## src/rtl/apb_slv_pkg.sv

```systemverilog
// Shared types, bus widths and address decode helper for the APB register bank.
package apb_slv_pkg;

    localparam int APB_AW = 16;
    localparam int APB_DW = 32;

    // Default map: eight R/W words followed by STATUS at 0x20.
    localparam logic [APB_AW-1:0] STATUS_OFS = 16'h0020;
    localparam int DEF_NUM_REGS = int'(STATUS_OFS) / 4;

    typedef enum logic [1:0] {IDLE, SETUP, ACCESS} apb_state_t;

    function automatic logic [APB_AW-3:0] addr_to_word(input logic [APB_AW-1:0] addr);
        return addr[APB_AW-1:2];
    endfunction

endpackage

```

## src/rtl/apb_slv_regfile.sv

```systemverilog
// NUM_REGS x 32-bit register file: one write port, asynchronous read mux, register 0 tap.
module apb_slv_regfile
    import apb_slv_pkg::*;
#(
    parameter int                NUM_REGS  = DEF_NUM_REGS,
    parameter logic [APB_DW-1:0] RESET_VAL = '0,
    parameter int                IDX_W     = (NUM_REGS > 1) ? $clog2(NUM_REGS) : 1
) (
    input  logic              pclk,
    input  logic              prst_n,
    input  logic              we,
    input  logic [IDX_W-1:0]  idx,
    input  logic [APB_DW-1:0] wdata,
    input  logic [IDX_W-1:0]  rd_idx,
    output logic [APB_DW-1:0] rdata,
    output logic [APB_DW-1:0] reg0
);

    logic [APB_DW-1:0] regs [NUM_REGS];

    always_ff @(posedge pclk or negedge prst_n) begin
        if (!prst_n) begin
            for (int i = 0; i < NUM_REGS; i++) regs[i] <= RESET_VAL;
        end else if (we) begin
            for (int i = 0; i < NUM_REGS; i++) begin
                if (idx == IDX_W'(i)) regs[i] <= wdata;
            end
        end
    end

    // Loop mux keeps non-power-of-two sizes free of out-of-range indexing.
    always_comb begin
        rdata = '0;
        for (int i = 0; i < NUM_REGS; i++) begin
            if (rd_idx == IDX_W'(i)) rdata = regs[i];
        end
    end

    assign reg0 = regs[0];

endmodule

```

## src/rtl/apb_slv_regbank.sv

```systemverilog
// APB3 completer with R/W register bank and read-only STATUS word.
// Define APB_SLV_WAIT_EN to insert WAIT_CYCLES PREADY-low cycles per access.
//
// state  | meaning
// IDLE   | no transfer; waiting for psel_i & ~penable_i
// SETUP  | setup seen; decode and read data captured on exit
// ACCESS | response phase; pready_o rises once the wait count expires
module apb_slv_regbank
    import apb_slv_pkg::*;
#(
    parameter int                NUM_REGS    = DEF_NUM_REGS,
    parameter logic [APB_DW-1:0] RESET_VAL   = '0,
    parameter int                WAIT_CYCLES = 2
) (
    input  logic              pclk_i,
    input  logic              prst_n_i,
    input  logic              psel_i,
    input  logic              penable_i,
    input  logic              pwrite_i,
    input  logic [APB_AW-1:0] paddr_i,
    input  logic [APB_DW-1:0] pwdata_i,
    output logic [APB_DW-1:0] prdata_o,
    output logic              pready_o,
    output logic              pslverr_o,
    input  logic [APB_DW-1:0] status_i,
    output logic [APB_DW-1:0] ctrl_o
);

    localparam int IDX_W  = (NUM_REGS > 1) ? $clog2(NUM_REGS) : 1;
    localparam int WORD_W = APB_AW - 2;
    localparam logic [WORD_W-1:0] STATUS_WORD = WORD_W'(NUM_REGS);

`ifdef APB_SLV_WAIT_EN
    localparam bit WAIT_EN = 1'b1;
`else
    localparam bit WAIT_EN = 1'b0;
`endif
    localparam logic [3:0] WAIT_LOAD = WAIT_EN ? 4'(WAIT_CYCLES) : 4'd0;

    apb_state_t        state_q, state_d;
    logic [WORD_W-1:0] word;
    logic              hit_status, dec_err;
    logic [APB_DW-1:0] reg_rdata, rd_mux;
    logic              we_q, err_q;
    logic [IDX_W-1:0]  idx_q;
    logic              start, done, commit, rdy_d;

    // Whole word index is compared, so any stray upper address bit decodes as an error.
    assign word       = addr_to_word(paddr_i);
    assign hit_status = (word == STATUS_WORD);
    assign dec_err    = (|paddr_i[1:0]) | (word > STATUS_WORD) | (pwrite_i & hit_status);
    assign rd_mux     = (pwrite_i | dec_err) ? '0 : (hit_status ? status_i : reg_rdata);

    always_ff @(posedge pclk_i or negedge prst_n_i) begin
        if (!prst_n_i) state_q <= IDLE;
        else           state_q <= state_d;
    end

    always_comb begin
        state_d = state_q;
        start   = 1'b0;
        done    = 1'b0;
        case (state_q)
            IDLE: begin
                if (psel_i & ~penable_i) state_d = SETUP;
            end
            SETUP: begin
                if (psel_i) begin
                    state_d = ACCESS;
                    start   = 1'b1;
                end else begin
                    state_d = IDLE;
                end
            end
            ACCESS: begin
                if (!psel_i) begin
                    state_d = IDLE;
                end else if (penable_i & pready_o) begin
                    state_d = IDLE;
                    done    = 1'b1;
                end
            end
            default: state_d = IDLE;
        endcase
    end

    assign commit = done & we_q & ~err_q;

`ifdef APB_SLV_WAIT_EN
    logic [3:0] wait_cnt_q;

    always_ff @(posedge pclk_i or negedge prst_n_i) begin
        if (!prst_n_i)              wait_cnt_q <= '0;
        else if (start)             wait_cnt_q <= WAIT_LOAD;
        else if (state_d != ACCESS) wait_cnt_q <= '0;
        else if (wait_cnt_q != 4'd0) wait_cnt_q <= wait_cnt_q - 4'd1;
    end

    assign rdy_d = start ? (WAIT_LOAD == 4'd0) : (pready_o | (wait_cnt_q == 4'd1));
`else
    assign rdy_d = start ? (WAIT_LOAD == 4'd0) : 1'b1;
`endif

    always_ff @(posedge pclk_i or negedge prst_n_i) begin
        if (!prst_n_i) begin
            prdata_o  <= '0;
            pready_o  <= 1'b0;
            pslverr_o <= 1'b0;
            we_q      <= 1'b0;
            err_q     <= 1'b0;
            idx_q     <= '0;
        end else if (start) begin
            we_q      <= pwrite_i;
            err_q     <= dec_err;
            idx_q     <= word[IDX_W-1:0];
            prdata_o  <= rd_mux;
            pready_o  <= rdy_d;
            pslverr_o <= rdy_d & dec_err;
        end else if (state_d == ACCESS) begin
            pready_o  <= rdy_d;
            pslverr_o <= rdy_d & err_q;
        end else begin
            prdata_o  <= '0;
            pready_o  <= 1'b0;
            pslverr_o <= 1'b0;
        end
    end

    apb_slv_regfile #(
        .NUM_REGS  (NUM_REGS),
        .RESET_VAL (RESET_VAL),
        .IDX_W     (IDX_W)
    ) u_regfile (
        .pclk   (pclk_i),
        .prst_n (prst_n_i),
        .we     (commit),
        .idx    (idx_q),
        .wdata  (pwdata_i),
        .rd_idx (word[IDX_W-1:0]),
        .rdata  (reg_rdata),
        .reg0   (ctrl_o)
    );

endmodule

```

## config.mk

```make
export PLATFORM = sky130hd
export DESIGN_NAME = apb_slv_regbank
export DESIGN_NICKNAME = d
export VERILOG_FILES = /design/src/rtl/apb_slv_pkg.sv /design/src/rtl/apb_slv_regfile.sv /design/src/rtl/apb_slv_regbank.sv
export SDC_FILE = /design/constraint.sdc
export NUM_CORES = 1
export LEC_CHECK = 0
export ABC_CLOCK_PERIOD_IN_PS = 2260
export CAP_MARGIN = 40
export CORE_UTILIZATION = 40
export CTS_CLUSTER_DIAMETER = 40
export CTS_CLUSTER_SIZE = 30
export DETAILED_ROUTE_END_ITERATION = 6
export MAX_ROUTING_LAYER = met4
export PLACE_DENSITY_LB_ADDON = 0.2
export SYNTH_ARGS = -nofsm -noshare
export SYNTH_HDL_FRONTEND = slang
export SYNTH_SLANG_ARGS = --single-unit
```

## constraint.sdc

```tcl
create_clock -name pclk_i -period 2.26 [get_ports pclk_i]
set_input_delay 0.678 -clock pclk_i [delete_from_list [all_inputs] [get_ports pclk_i]]
set_output_delay 0.678 -clock pclk_i [all_outputs]
set_load 0.01 [all_outputs]
```

==> summary.txt <==
Synthesis
  – #FFs+latches synth: 297
  – Post-Synthesis Cell Area: 14,200 um^2
  – Seq/Total Area, Yosys: 0.523
  – Top-area cell type share of the netlist area: 0.523
  – Mean Syn Cell Area: 12.6 um^2
  – EDFF count, synth: 0
  – Top cell type by total area after synthesis: dfrtp_1
  – FFs w/ async S/R, synth: 1.00
  – Post-synth net total: 1,214
  – Post-synthesis cell count: 1,129
  – Synthesis Warnings: 0
  – Count leader, synth: dfrtp_1
  – Synth top cells by count: dfrtp_1, mux2_2, nand2_1, buf_4, o21ai_0
  – Post-synth cell types: 47
  – Top_reg_cell synth: dfrtp_1
  – Synth top area cells: dfrtp_1, mux2_2, buf_4

Cells and area
  – Inserted Diodes: 0
  – Area Growth Syn to Fin: 29.8%
  – Layout cells sized above 1: 0.350
  – Nets: 1,410

Clocking
  – Clk_lat worst skew: 0.54 ns
  – Root Buffer Master: clkbuf_16
  – Num CTS Buffers: 45
  – Hold buffers post-CTS: 0
  – CTS clk-pin slew, worst paths: 0.06 ns
  – Clk sinks: 297
  – Clock Tree Buf Depth: 3
  – H-tree lvl count: 2
  – CTS tree: built

Placed design
  – Port bufs: 150
  – Dpl hpwl: 25,200 um
  – Gpl congestion: 0.782

Pwr
  – Lkg Pwr: 8.70 nW
  – Pwr Density: 737 nW/um^2
  – Peak VDD IR: 0.503 mV

Detailed routing
  – DRC Markers: 0
  – Starting DRT DRC Count: 543
  – Vias/cell: 5.48
  – DR vias: 9,960
  – Metal1 wirelength: 17,200 um
  – Routed wl met3: 1610 um
  – Wire per inst: 21.1 um
  – WL met2: 18,600 um
  – Total Wirelength: 38,300 um
  – Total iterations of the first detailed-routing run: 5
  – Top sig layer: met4
  – Final ANT Viol Nets: 0

Floorplan
  – Die area: 36,300 um^2
  – Io pins: 151
  – Core box area: 34,700 um^2
  – Std-Cell Rows: 68
  – Die height: 190 um
  – Die W: 190 um
  – Initial Util: 0.409

STA
  – Fmax: 452 MHz
  – Setup Skew: 0.0264 ns
  – Post-layout minimum cycle time: 2.21 ns
  – Final Hold Fails: 0
  – WHS: 0.0284 ns
  – Final setup viols: 0
  – Max Transition Viols Final: 0
  – Setup TNS: 0 ns
  – Slew @ Worst Pin: 0.565 ns
  – Final period utilization: 0.979
  – Slew HR: 0.614
  – RSZ-0062 raised after global routing: false

Global routing
  – GR Util All Layers: 0.222
  – Vias in the first global route: 10,400
  – Initial antenna violation count: 0
  – Remaining global-route overflow: 0
  – First-pass GRT wire length: 60,600 um
  – Pin count of the biggest net entering global routing: 70

Outcome
  – Run status: finished, final reports clean

Flow run
  – Max_cap viols: 0

Worst setup path
  – Worst EP arrival: 1.53 ns
  – WP buf/inv: 1
  – Critical Path RT: 1.58 ns
  – Critical Path Max Stage Delay: 0.57 ns
  – Worst setup SP type: flip-flop
  – Slowest CP cell: clkdlybuf4s50_1
  – Cell family with most CP delay: buffers and inverters
  – Critical path type: reg -> out
  – CP max FO: 3
  – Critical-path cell list: clkdlybuf4s50_1
  – Critical path capture point type: output port

Hold path
  – Hold Crit Class: in -> async
==> per-layer routing <==
layer,vias to the layer above,GRT usage
met5,-,-
met4,0,0.0658
met3,72,0.0320
met2,220,0.358
met1,5136,0.292
li1,4532,-
==> stage by stage <==
step,utilization,cells,instance area (um^2),total power [mW],setup slack [ns]
6_report,0.531,1816,18400,13.6,0.0483
5_1_grt,0.531,1816,18400,14.1,0.00106
4_1_cts,0.531,1816,18400,13.7,0.000630
3_5_place_dp,0.484,1730,16800,6.45,-0.702
3_3_place_gp,0.484,1730,16800,6.44,-0.696
2_1_floorplan,-,1129,14200,5.88,0.0722
==> final timing paths <==
check	depth (start not counted)	slack (ns)	start	end
worst max register to register	7	0.13	err_q	u_regfile.reg0[27]
worst min-delay path	1	0.03	prst_n_i	prdata_o[8]
worst max-delay path	1	0.05	u_regfile.reg0[16]	ctrl_o[16]
min in group pclk_i	2	0.46	prdata_o[17]	prdata_o[17]
max in group asynchronous	2	1.54	prst_n_i	u_regfile.regs[47]
worst min register to register	2	0.46	prdata_o[17]	prdata_o[17]
==> report_power, final <==
group          leakage (nW)  internal (mW)  total (mW)  switching (mW)
Clock                 0.780           4.59        7.26            2.66
Combinational          3.79          0.404       0.879           0.475
Sequential             4.14           5.39        5.46          0.0766
Total                  8.70           10.4        13.6            3.21
==> placed cells by master (no fill, tap or decap), drive strengths merged, types with 18 or more instances in the layout <==
| cell | netlist | layout |
|---|---|---|
| a211oi | 24 | 24 |
| a21oi | 18 | 18 |
| a32o | 18 | 18 |
| buf | 80 | 120 |
| clkbuf | 37 | 55 |
| clkdlybuf4s50 | 0 | 140 |
| dfrtp | 297 | 297 |
| inv | 22 | 32 |
| mux2 | 261 | 261 |
| mux2i | 31 | 31 |
| nand2 | 72 | 72 |
| nand2b | 24 | 24 |
| nand3b | 23 | 23 |
| nand4 | 20 | 20 |
| nand4b | 37 | 37 |
| nor2 | 27 | 27 |
| o2111ai | 18 | 18 |
| o21ai | 47 | 47 |
==> final cells by class <==
class / count / area, um^2
clock buffers: 55 / 1260
clock inverters: 28 / 339
fillers: 3065 / 16300
inverters: 22 / 82.6
multi-input cells: 693 / 6060
flip-flops and latches: 297 / 7430
well taps: 455 / 569
repair buffers: 266 / 2700
==> logic make-up after synthesis <==
group / Yosys count / share of synthesized area
buffers and inverters: 139 / 0.0542
and+or+nand+nor: 235 / 0.0992
DFF: 297 / 0.523
muxes: 304 / 0.248
AOI/OAI and AO/OA: 154 / 0.0759
==> registers in the layout, indices dropped and copies added, names as in the netlist <==
name	cells
we_q	1
err_q	1
idx_q	3
pslverr_o	1
state_q	2
u_regfile.regs	224
u_regfile.reg0	32
pready_o	1
prdata_o	32
==> what timing repair did <==
item | in CTS | in global routing
gates resized for setup | 4 | 5
cloned | 1 | 0
pin swaps | 1 | 0
endpoints found under the setup margin | 128 | 5
setup buffers | 2 | 0
hold endpoints to repair | 0 | 0
==> worst register-to-register path: stages (launching register included) <==
cell      delay [ns]
dfrtp_1         0.39
nand4b_1        0.21
or3_4           0.40
buf_4           0.16
nor3_4          0.19
buf_4           0.17
buf_16          0.16
mux2_2          0.34
(Power assumes the default switching activity.)
